### config.mk
export PLATFORM = sky130hd
export DESIGN_NAME = codec_ctrl_spi_slave
export DESIGN_NICKNAME = d
export VERILOG_FILES = /design/src/rtl/codec_ctrl_spi_slave.sv
export SDC_FILE = /design/constraint.sdc
export NUM_CORES = 1
export LEC_CHECK = 0
export CAP_MARGIN = 20
export CORE_MARGIN = 5
export CORE_UTILIZATION = 58
export DETAILED_ROUTE_END_ITERATION = 8
export PLACE_DENSITY = 0.87
export SLEW_MARGIN = 20
export SYNTH_ARGS = -nofsm -noshare
export SYNTH_HDL_FRONTEND = slang
export SYNTH_SLANG_ARGS = --single-unit
export TNS_END_PERCENT = 30
### constraint.sdc
create_clock -name clk -period 2.9 [get_ports clk]
set_input_delay 0.58 -clock clk [delete_from_list [all_inputs] [get_ports clk]]
set_output_delay 0.58 -clock clk [all_outputs]
set_load 0.005 [all_outputs]
### src/rtl/codec_ctrl_spi_slave.sv
// SPI responder for the codec control port: shifts in 16-bit {addr, data} words on
// spi_sck while cs is low, commits them on cs rising into a small register file.
module codec_ctrl_spi_slave #(
    parameter int ADDR_W      = 7,
    parameter int DATA_W      = 9,
    parameter int NUM_REGS    = 10,
    parameter int RESET_ADDR  = 15,
    parameter int SYNC_STAGES = 2
) (
    input  logic              clk,
    input  logic              reset,
    input  logic              spi_sck,
    input  logic              spi_mosi,
    input  logic              cs,
    output logic              wr_valid,
    output logic [ADDR_W-1:0] wr_addr,
    output logic [DATA_W-1:0] wr_data,
    output logic              soft_rst,
    output logic              frame_err,
    input  logic [ADDR_W-1:0] rd_addr,
    output logic [DATA_W-1:0] rd_data,
    output logic [7:0]        frame_cnt,
    output logic [1:0]        dbg_state
);

    localparam int FRAME_W = ADDR_W + DATA_W;
    localparam int CNT_W   = $clog2(FRAME_W + 2);
    localparam int IDX_W   = (NUM_REGS > 1) ? $clog2(NUM_REGS) : 1;
    localparam logic [CNT_W-1:0]  CNT_FULL     = CNT_W'(FRAME_W);
    localparam logic [CNT_W-1:0]  CNT_SAT      = CNT_W'(FRAME_W + 1);
    localparam logic [ADDR_W-1:0] NUM_REGS_A   = ADDR_W'(NUM_REGS);
    localparam logic [ADDR_W-1:0] RESET_ADDR_A = ADDR_W'(RESET_ADDR);

    typedef enum logic [1:0] {
        ST_IDLE   = 2'd0,
        ST_SHIFT  = 2'd1,
        ST_COMMIT = 2'd2
    } state_t;

    logic [SYNC_STAGES-1:0] sck_sync_q, mosi_sync_q, cs_sync_q;
    logic                   sck_prev_q, cs_prev_q;
    logic [SYNC_STAGES:0]   vld_q;
    logic                   sck_rise_q, cs_rise_q, cs_fall_q, mosi_q;
    logic                   sck_s, cs_s, mosi_s, edge_ok;

    assign sck_s   = sck_sync_q[SYNC_STAGES-1];
    assign cs_s    = cs_sync_q[SYNC_STAGES-1];
    assign mosi_s  = mosi_sync_q[SYNC_STAGES-1];
    // Strobes stay quiet until the compare flop holds a real sample, so a frame
    // already running at reset release cannot produce a false cs_fall.
    assign edge_ok = vld_q[SYNC_STAGES];

    always_ff @(posedge clk or negedge reset) begin
        if (!reset) begin
            sck_sync_q  <= '0;
            mosi_sync_q <= '0;
            cs_sync_q   <= '1;
            sck_prev_q  <= 1'b0;
            cs_prev_q   <= 1'b1;
            vld_q       <= '0;
            sck_rise_q  <= 1'b0;
            cs_rise_q   <= 1'b0;
            cs_fall_q   <= 1'b0;
            mosi_q      <= 1'b0;
        end else begin
            sck_sync_q  <= SYNC_STAGES'({sck_sync_q, spi_sck});
            mosi_sync_q <= SYNC_STAGES'({mosi_sync_q, spi_mosi});
            cs_sync_q   <= SYNC_STAGES'({cs_sync_q, cs});
            sck_prev_q  <= sck_s;
            cs_prev_q   <= cs_s;
            vld_q       <= {vld_q[SYNC_STAGES-1:0], 1'b1};
            sck_rise_q  <= edge_ok & sck_s & ~sck_prev_q;
            cs_rise_q   <= edge_ok & cs_s & ~cs_prev_q;
            cs_fall_q   <= edge_ok & ~cs_s & cs_prev_q;
            mosi_q      <= mosi_s;
        end
    end

    state_t             state_q, state_d;
    logic [FRAME_W-1:0] shift_q, shift_d;
    logic [CNT_W-1:0]   cnt_q, cnt_d;
    logic               pend_q, pend_d;

    always_ff @(posedge clk or negedge reset) begin
        if (!reset) begin
            state_q <= ST_IDLE;
            shift_q <= '0;
            cnt_q   <= '0;
            pend_q  <= 1'b0;
        end else begin
            state_q <= state_d;
            shift_q <= shift_d;
            cnt_q   <= cnt_d;
            pend_q  <= pend_d;
        end
    end

    always_comb begin
        state_d = state_q;
        shift_d = shift_q;
        cnt_d   = cnt_q;
        pend_d  = pend_q;
        unique case (state_q)
            ST_IDLE: begin
                if (cs_fall_q || pend_q) begin
                    state_d = ST_SHIFT;
                    shift_d = '0;
                    cnt_d   = '0;
                    pend_d  = 1'b0;
                end
            end
            ST_SHIFT: begin
                // A bit arriving together with cs_rise still belongs to the frame.
                if (sck_rise_q) begin
                    shift_d = {shift_q[FRAME_W-2:0], mosi_q};
                    if (cnt_q != CNT_SAT) cnt_d = cnt_q + CNT_W'(1);
                end
                if (cs_rise_q) state_d = ST_COMMIT;
            end
            ST_COMMIT: begin
                state_d = ST_IDLE;
                if (cs_fall_q) pend_d = 1'b1;
            end
            default: state_d = ST_IDLE;
        endcase
    end

    logic              commit_q, commit_ok;
    logic [ADDR_W-1:0] commit_addr;
    logic [DATA_W-1:0] commit_data;

    assign commit_q    = (state_q == ST_COMMIT);
    assign commit_ok   = commit_q && (cnt_q == CNT_FULL);
    assign commit_addr = shift_q[FRAME_W-1 -: ADDR_W];
    assign commit_data = shift_q[DATA_W-1:0];

    logic              wr_valid_q, soft_rst_q, frame_err_q;
    logic [ADDR_W-1:0] wr_addr_q;
    logic [DATA_W-1:0] wr_data_q;
    logic [7:0]        frame_cnt_q;

    always_ff @(posedge clk or negedge reset) begin
        if (!reset) begin
            wr_valid_q  <= 1'b0;
            soft_rst_q  <= 1'b0;
            frame_err_q <= 1'b0;
            wr_addr_q   <= '0;
            wr_data_q   <= '0;
            frame_cnt_q <= '0;
        end else begin
            wr_valid_q  <= commit_ok;
            soft_rst_q  <= commit_ok && (commit_addr == RESET_ADDR_A);
            frame_err_q <= commit_q && !commit_ok;
            if (commit_ok) begin
                wr_addr_q   <= commit_addr;
                wr_data_q   <= commit_data;
                frame_cnt_q <= frame_cnt_q + 8'd1;
            end
        end
    end

    logic [DATA_W-1:0] regs_q [NUM_REGS];
    logic [DATA_W-1:0] rd_data_q;

    always_ff @(posedge clk or negedge reset) begin
        if (!reset) begin
            for (int i = 0; i < NUM_REGS; i++) regs_q[i] <= '0;
        end else if (commit_ok) begin
            if (commit_addr == RESET_ADDR_A) begin
                for (int i = 0; i < NUM_REGS; i++) regs_q[i] <= '0;
            end else if (commit_addr < NUM_REGS_A) begin
                regs_q[commit_addr[IDX_W-1:0]] <= commit_data;
            end
        end
    end

    always_ff @(posedge clk or negedge reset) begin
        if (!reset) begin
            rd_data_q <= '0;
        end else if (rd_addr < NUM_REGS_A) begin
            rd_data_q <= regs_q[rd_addr[IDX_W-1:0]];
        end else begin
            rd_data_q <= '0;
        end
    end

    assign wr_valid  = wr_valid_q;
    assign wr_addr   = wr_addr_q;
    assign wr_data   = wr_data_q;
    assign soft_rst  = soft_rst_q;
    assign frame_err = frame_err_q;
    assign rd_data   = rd_data_q;
    assign frame_cnt = frame_cnt_q;
    assign dbg_state = state_q;

endmodule
==> results of run 1 <==
## metal layers
layer	wire [µm]	part of all wire	global-route usage	vias to the layer above
met2	8430	0.48	0.405	279
met3	1510	0.087	0.0840	60
met1	6770	0.39	0.334	2536
met4	687	0.039	0.114	2
met5	11	0.00063	0	-
li1	-	-	-	2178
## flip-flops by register name (all words and copies together) (netlist names), 2 cells and up
name,cells
cs_sync_q,2
dbg_state,2
wr_data,9
mosi_sync_q,2
sck_sync_q,2
wr_addr,7
cnt_q,5
vld_q,3
shift_q,16
rd_data,9
frame_cnt,8
regs_q,90
## cells by family (layout without fill, tap and decap cells)
family | count (synthesis) | after routing | share of synthesized area
compound gates | 141 | 141 | 0.150
xor+xnor | 11 | 11 | 0.0139
fa+ha+maj | 4 | 4 | 0.00723
buf+inv | 54 | 114 | 0.0320
flops | 165 | 165 | 0.597
mux | 38 | 38 | 0.0874
other cells | 1 | 1 | 0.000541
simple gates | 153 | 153 | 0.112
## where the power goes
| part | leakage (µW) | switching, µW | internal [µW] |
|---|---|---|---|
| clock network | 0.000330 | 909 | 1720 |
| registers | 0.00227 | 83.7 | 2360 |
| logic | 0.00102 | 320 | 164 |
| total | 0.00361 | 1310 | 4250 |
## worst max-delay path, delay by kind of cell, from the launching register on
kind | cells | cell delay, ns
DFF | 1 | 0.42
buffers and inverters | 2 | 0.32
adders and majority gates | 1 | 0.20
and+or+nand+nor | 2 | 0.69
AOI/OAI and AO/OA | 2 | 0.83
## cell usage after synthesis (8+ instances only)
cell       number  area [µm²]
dfrtp_1       162        4050
o2bb2ai_1      45         394
and2_1         10        62.6
mux4_2         18         405
o21ai_0        42         210
inv_1          19        71.3
nor3_1          8        40.0
nand2_1        57         214
mux2i_1        20         200
clkbuf_1       23        86.3
o31ai_1         9        67.6
nor2_1         17        63.8
nand3_1        29         145
a22o_1         27         236
o22ai_1        10        62.6
## how the worst max path moves through the flow
stage	startpoint	end	slack (ns)	cells past startpoint
floorplan	cnt_q[0]	regs_q[54]	0.77	8
global placement	rd_addr[0]	rd_data[4]	0.55	4
detailed placement	cnt_q[0]	regs_q[65]	0.46	7
CTS	cnt_q[0]	regs_q[27]	0.37	7
global route	cnt_q[0]	regs_q[41]	0.11	7
finish	cnt_q[0]	regs_q[65]	0.29	7
## cell type report
class                   instances  share of cell area
flip-flops and latches        165               0.500
multi-input cells             348               0.311
repair buffers                 63              0.0732
clock buffers                  19              0.0536
clock inverters                13              0.0305
well taps                     147              0.0223
inverters                      19             0.00864
## through the flow
step                hold WS (ns)  cells  area, µm²  utilization
global route               0.137    774       8260        0.696
floorplan                  0.284    567       6930            -
finish                     0.100    774       8260        0.696
global placement           0.332    742       7560        0.638
CTS                        0.121    774       8260        0.696
detailed placement         0.340    742       7560        0.638
## layout by cell type (no fill, tap or decap), types with 2 or more instances in the layout
cell,Yosys,layout
dfrtp_1,162,162
and2_1,10,10
nand2b_1,3,3
clkbuf_16,0,17
mux4_2,18,18
dfstp_2,3,3
nor3_1,8,8
nand4_1,7,7
nand2_1,57,57
clkinv_2,0,2
mux2i_1,20,20
clkinvlp_4,0,3
xnor2_1,7,7
bufinv_16,0,7
inv_1,19,19
ha_1,4,4
clkdlybuf4s50_1,0,47
nor4_1,2,2
o21ai_0,42,42
and4_1,2,2
buf_4,1,13
nor2_1,17,17
o2bb2ai_1,45,45
and3_1,2,2
xor2_1,4,4
a22o_1,27,27
o22ai_1,10,10
nor2b_1,3,3
o31ai_1,9,9
nand3_1,29,29
==> results by group, run 1 <==
Clock tree
  – Cts bufs inserted: 17
  – Clock Tree Root: clkbuf_16
  – Post-CTS setup repair buffer count: 0
  – H-tree levels: 4
  – Max Root-Sink Buffers: 2
  – Cts hold-fix bufs: 0
  – Clk_lat worst skew: between 0.4 and 0.5 ns
  – Clock Sinks: 165
  – Reg clk slew, reported paths: about 0.060 ns
  – Post-cts sizing count: 0
  – TritonCTS clock tree: done

Power and ir drop
  – Worst VDD drop: about 560 µV
  – Tot Pwr: roughly 5600 µW
  – Leak: roughly 0.0036 µW
  – Power per standard cell area: approximately 670 mW/mm²

Synthesis
  – Sequential area share after synthesis: 0.597
  – Syn Area/Cell: 12.2 µm²
  – Primary FF master, synth: dfrtp_1
  – Yosys warnings: 0
  – Cell count after synthesis: between 500 and 600
  – Flops & latches, synth: around 170
  – Number of synthesized flops with an enable pin: 0
  – Syn nets: 583
  – Netlist cell types: 51
  – Cell Area, Synth: between 0.006 and 0.007 mm²
  – Asr flop ratio synth: 1.00

Job
  – Max-cap violations: 0

Timing
  – Hold violation count in the final report: 0
  – F_max: 0.384 GHz
  – Clock Skew: 0.00720 ns
  – Final setup vio count: 0
  – Rel. slew slack: 0.222
  – Fin crit period: roughly 2.6 ns
  – RSZ-0062 raised after global routing: no
  – PnR worst setup slack: a little under 0.3 ns
  – Post-route clock period utilization: 0.898
  – Worst slew pin tran: roughly 1.2 ns
  – Slew Limit Fails: 0
  – Setup TNS: 0 ns

Critical path
  – Slowest-stage cell, CP: o211ai_1
  – Critical R2R Capture: regs_q[65]
  – R2r setup slk: roughly 0.29 ns
  – CP endpoint kind: register
  – CP Class: reg2reg
  – CP Cell Sequence: inv_1 > ha_1 > nor4bb_1 > buf_4 > and3_1 > o211ai_1 > o2bb2ai_1
  – Slowest stage delay, CP: 0.53 ns
  – Signal arrival time at the worst endpoint: a little under 3 ns
  – CP required: between 3 and 4 ns
  – Cells on worst reg2reg path: 7
  – RR Startpoint: cnt_q[0]
  – Crit Path Max Fanout: 12
  – CP startpoint kind: register

Placed design
  – Placer Congestion: ~0.87
  – Pre-CTS setup slack: 0.456 ns
  – IO buf count: between 40 and 50
  – Detail Placement HPWL: around 11,000 µm

Cells and area
  – Nets@finish: 630
  – Layout area overhead: 19.2%
  – Share of cells above drive strength 1: 0.118
  – # fillers: approximately 790
  – Multi-input logic area: around 0.0026 mm²
  – Diode count: 0
  – Reg area: 0.00413 mm²

GRT
  – GRT Util Overall: 0.259
  – Grt total ovfl: 0
  – Vias in the first global route: 5,265
  – First-pass GRT wire length: about 28,000 µm
  – Pin count of the biggest net entering global routing: 73
  – Antenna violations before repair: 1

Route
  – Via Count: slightly above 5k
  – DRC: 0
  – Drt wl/cell: between 20 and 25 µm
  – Via density per instance: 6.53
  – DRT iter0 DRCs: ~650
  – Post-Route WL: approximately 17,000 µm
  – Drt pass-1 iters: 6
  – Post-DRT Antenna Nets: 0

Floorplan
  – Die height: between 100 and 150 µm
  – IO Pins: 50
  – Die width: roughly 120 µm
  – Number of core rows: 40
  – Core Area: 0.0119 mm²
  – Full die area: about 0.014 mm²
  – Initial Utilization: 0.584

Status
  – Status: finished clean

Hold path
  – Hold WC Path Type: in2async
(Power assumes the default switching activity.)
==> run 2: changes to the inputs <==
Settings changed: MAX_ROUTING_LAYER set to met4.
==> run 2 against run 1 <==
Effect of this change:
- clock power fell by 7%
- sequential power barely moved
- first-iteration DRC count fell by 36%
- critical path depth did not move
- sequential share of layout area rose by 0.31 points
- worst hold slack improved by 0.066 ns
- clock skew rose by 0.0033 ns
- power fell by 3.8%
- combinational power fell by 3%
- die area did not move
- critical path type unchanged
- largest power group is now registers
- highest routed layer is now met4
==> results by group, run 2 (synthesized netlist as in run 1, its figures left out) <==
Status
  – Status: finished clean

Critical path
  – CP required: 3.22 ns (+0.04 ns)
  – CP startpoint kind: register
  – Delay-heaviest family, CP: simple AND/OR/NAND/NOR gates
  – Slowest stage delay, CP: 0.49 ns (-0.04 ns)
  – CP endpoint kind: register
  – CP Class: reg2reg
  – CP bufs+invs: 2 (unchanged)
  – Signal arrival time at the worst endpoint: 2.86 ns (-0.03 ns)
  – Slowest-stage cell, CP: nand3_1
  – Crit Path Max Fanout: 12 (unchanged)
  – CP Cell Sequence: inv_1 > ha_1 > nor4bb_1 > buf_4 > and3_1 > nand3_1 > o21ai_0

Timing
  – Fin crit period: 2.54 ns (-0.0643 ns)
  – Final setup vio count: 0 (unchanged)
  – F_max: 0.394 GHz (+2.5%)
  – Hold violation count in the final report: 0 (unchanged)
  – Rel. slew slack: 0.356 (+0.134)
  – Slew Limit Fails: 0 (unchanged)
  – Post-route clock period utilization: 0.876 (-0.0222)
  – Worst slew pin tran: 0.962 ns (-0.204 ns)
  – RSZ-0062 raised after global routing: no
  – Clock Skew: 0.0105 ns (+0.00331 ns)
  – Setup TNS: 0 ns (unchanged)

Route
  – Drt wl/cell: 21.7 µm (-3.7%)
  – Via Count: 5,019 (-0.71%)
  – DRC: 0 (unchanged)
  – Post-DRT Antenna Nets: 0 (unchanged)
  – DRT iter0 DRCs: 417 (-36%)
  – Via density per instance: 6.48 (-0.84%)
  – Post-Route WL: 16,800 µm (-3.6%)
  – Drt pass-1 iters: 6 (unchanged)

Cells and area
  – Core Util, Final: 0.692 (-0.00433)
  – Final Non-Filler Cells: 775 (+0.13%)
  – Commonest non-fill, non-tap cell in the layout: dfrtp_1
  – Layout area overhead: 18.5%
  – Share of cells above drive strength 1: 0.118 (-0.000188)
  – Commonest cells after routing, fill and taps aside: 162 x dfrtp_1, 57 x nand2_1, 47 x clkdlybuf4s50_1
  – Regs by FF count: regs_q x90, shift_q x16
  – Diode count: 0 (unchanged)
  – Most flops, register: regs_q
  – Nets@finish: 631 (+0.16%)
  – Max reg flops: 90 (unchanged)

Clock tree
  – Reg clk slew, reported paths: 0.06 ns (about the same)
  – Clock Tree Root: clkbuf_16
  – H-tree levels: 4 (unchanged)
  – Clk_lat worst skew: 0.43 ns (about the same)
  – Cts hold-fix bufs: 0 (unchanged)
  – Cts bufs inserted: 17 (unchanged)
  – TritonCTS clock tree: done
  – Clock Sinks: 165 (unchanged)
  – Post-CTS setup repair buffer count: 0 (unchanged)
  – Post-cts sizing count: 0 (unchanged)
  – Max Root-Sink Buffers: 2 (unchanged)

GRT
  – Antenna violations before repair: 0 (-1)
  – First-pass GRT wire length: 27,700 µm (-2.1%)
  – GRT Util Overall: 0.259 (about the same)
  – Grt total ovfl: 0 (unchanged)
  – Pin count of the biggest net entering global routing: 76 (+4.1%)
  – Vias in the first global route: 5,230 (-0.66%)

Floorplan
  – Core Area: 0.0119 mm² (unchanged)
  – Die width: 119 µm (unchanged)
  – Full die area: 0.0142 mm² (unchanged)
  – Die height: 119 µm (unchanged)
  – Initial Utilization: 0.584 (unchanged)
  – Number of core rows: 40 (unchanged)
  – IO Pins: 50 (unchanged)

Placed design
  – DP Cell Count: 742 (unchanged)
  – Placer Congestion: 0.939 (+8.1%)
  – IO buf count: 49 (unchanged)
  – Detail Placement HPWL: 11,100 µm (-0.81%)

Power and ir drop
  – Leak: 0.00359 µW (-0.63%)
  – Worst VDD drop: 499 µV (-12%)
  – Power per standard cell area: 652 mW/mm² (-3.2%)

Job
  – Max-cap violations: 0 (unchanged)

Hold path
  – Hold WC Path Type: in2async
[run 2: final cells by class]
type,instances,area [µm²]
sequential,165,4130
fill,814,3650
multi-input combinational,348,2570
timing repair buffer,64,609
clock buffer,19,433
clock inverter,13,205
tap,147,184
inverter,19,71.3
[run 2: path summary, 6_finish.rpt]
| kind | from | endpoint | slack [ns] | cells past startpoint |
|---|---|---|---|---|
| worst max register to register | cnt_q[0] | regs_q[52] | 0.36 | 7 |
| worst min-delay path | reset | regs_q[48] | 0.17 | 1 |
| worst max-delay path | cnt_q[0] | regs_q[52] | 0.36 | 7 |
| min in group clk | mosi_sync_q[0] | mosi_sync_q[1] | 0.35 | 0 |
| max in group asynchronous | reset | cnt_q[3] | 1.93 | 2 |
| worst min register to register | mosi_sync_q[0] | mosi_sync_q[1] | 0.35 | 0 |
[run 2: where the power goes]
part / internal (µW) / switching, µW / total (µW)
Sequential: 2360 / 85.1 / 2450
Clock: 1530 / 911 / 2440
Combinational: 160 / 307 / 468
[run 2: worst register-to-register path, cell delays in order (launching register included)]
cell	delay (ns)
dfrtp_1	0.41
inv_1	0.10
ha_1	0.17
nor4bb_1	0.27
buf_4	0.20
and3_1	0.41
nand3_1	0.49
o21ai_0	0.38
[run 2: routing by layer]
metal | share of wire | vias to the layer above | GRT usage
met5 | 0 | - | -
met1 | 0.39 | 2493 | 0.323
met4 | 0.032 | 0 | 0.126
met3 | 0.086 | 58 | 0.0731
li1 | - | 2177 | -
met2 | 0.49 | 291 | 0.394
[run 2: stage by stage]
stage	cell area, µm²	hold WS, ns	setup slack, ns	power, µW
2_1_floorplan	6930	0.284	0.772	2760
3_3_place_gp	7560	0.334	0.402	2930
3_5_place_dp	7560	0.335	0.354	2950
4_1_cts	8200	0.188	0.436	5360
5_1_grt	8210	0.229	0.208	5540
6_report	8210	0.167	0.359	5350
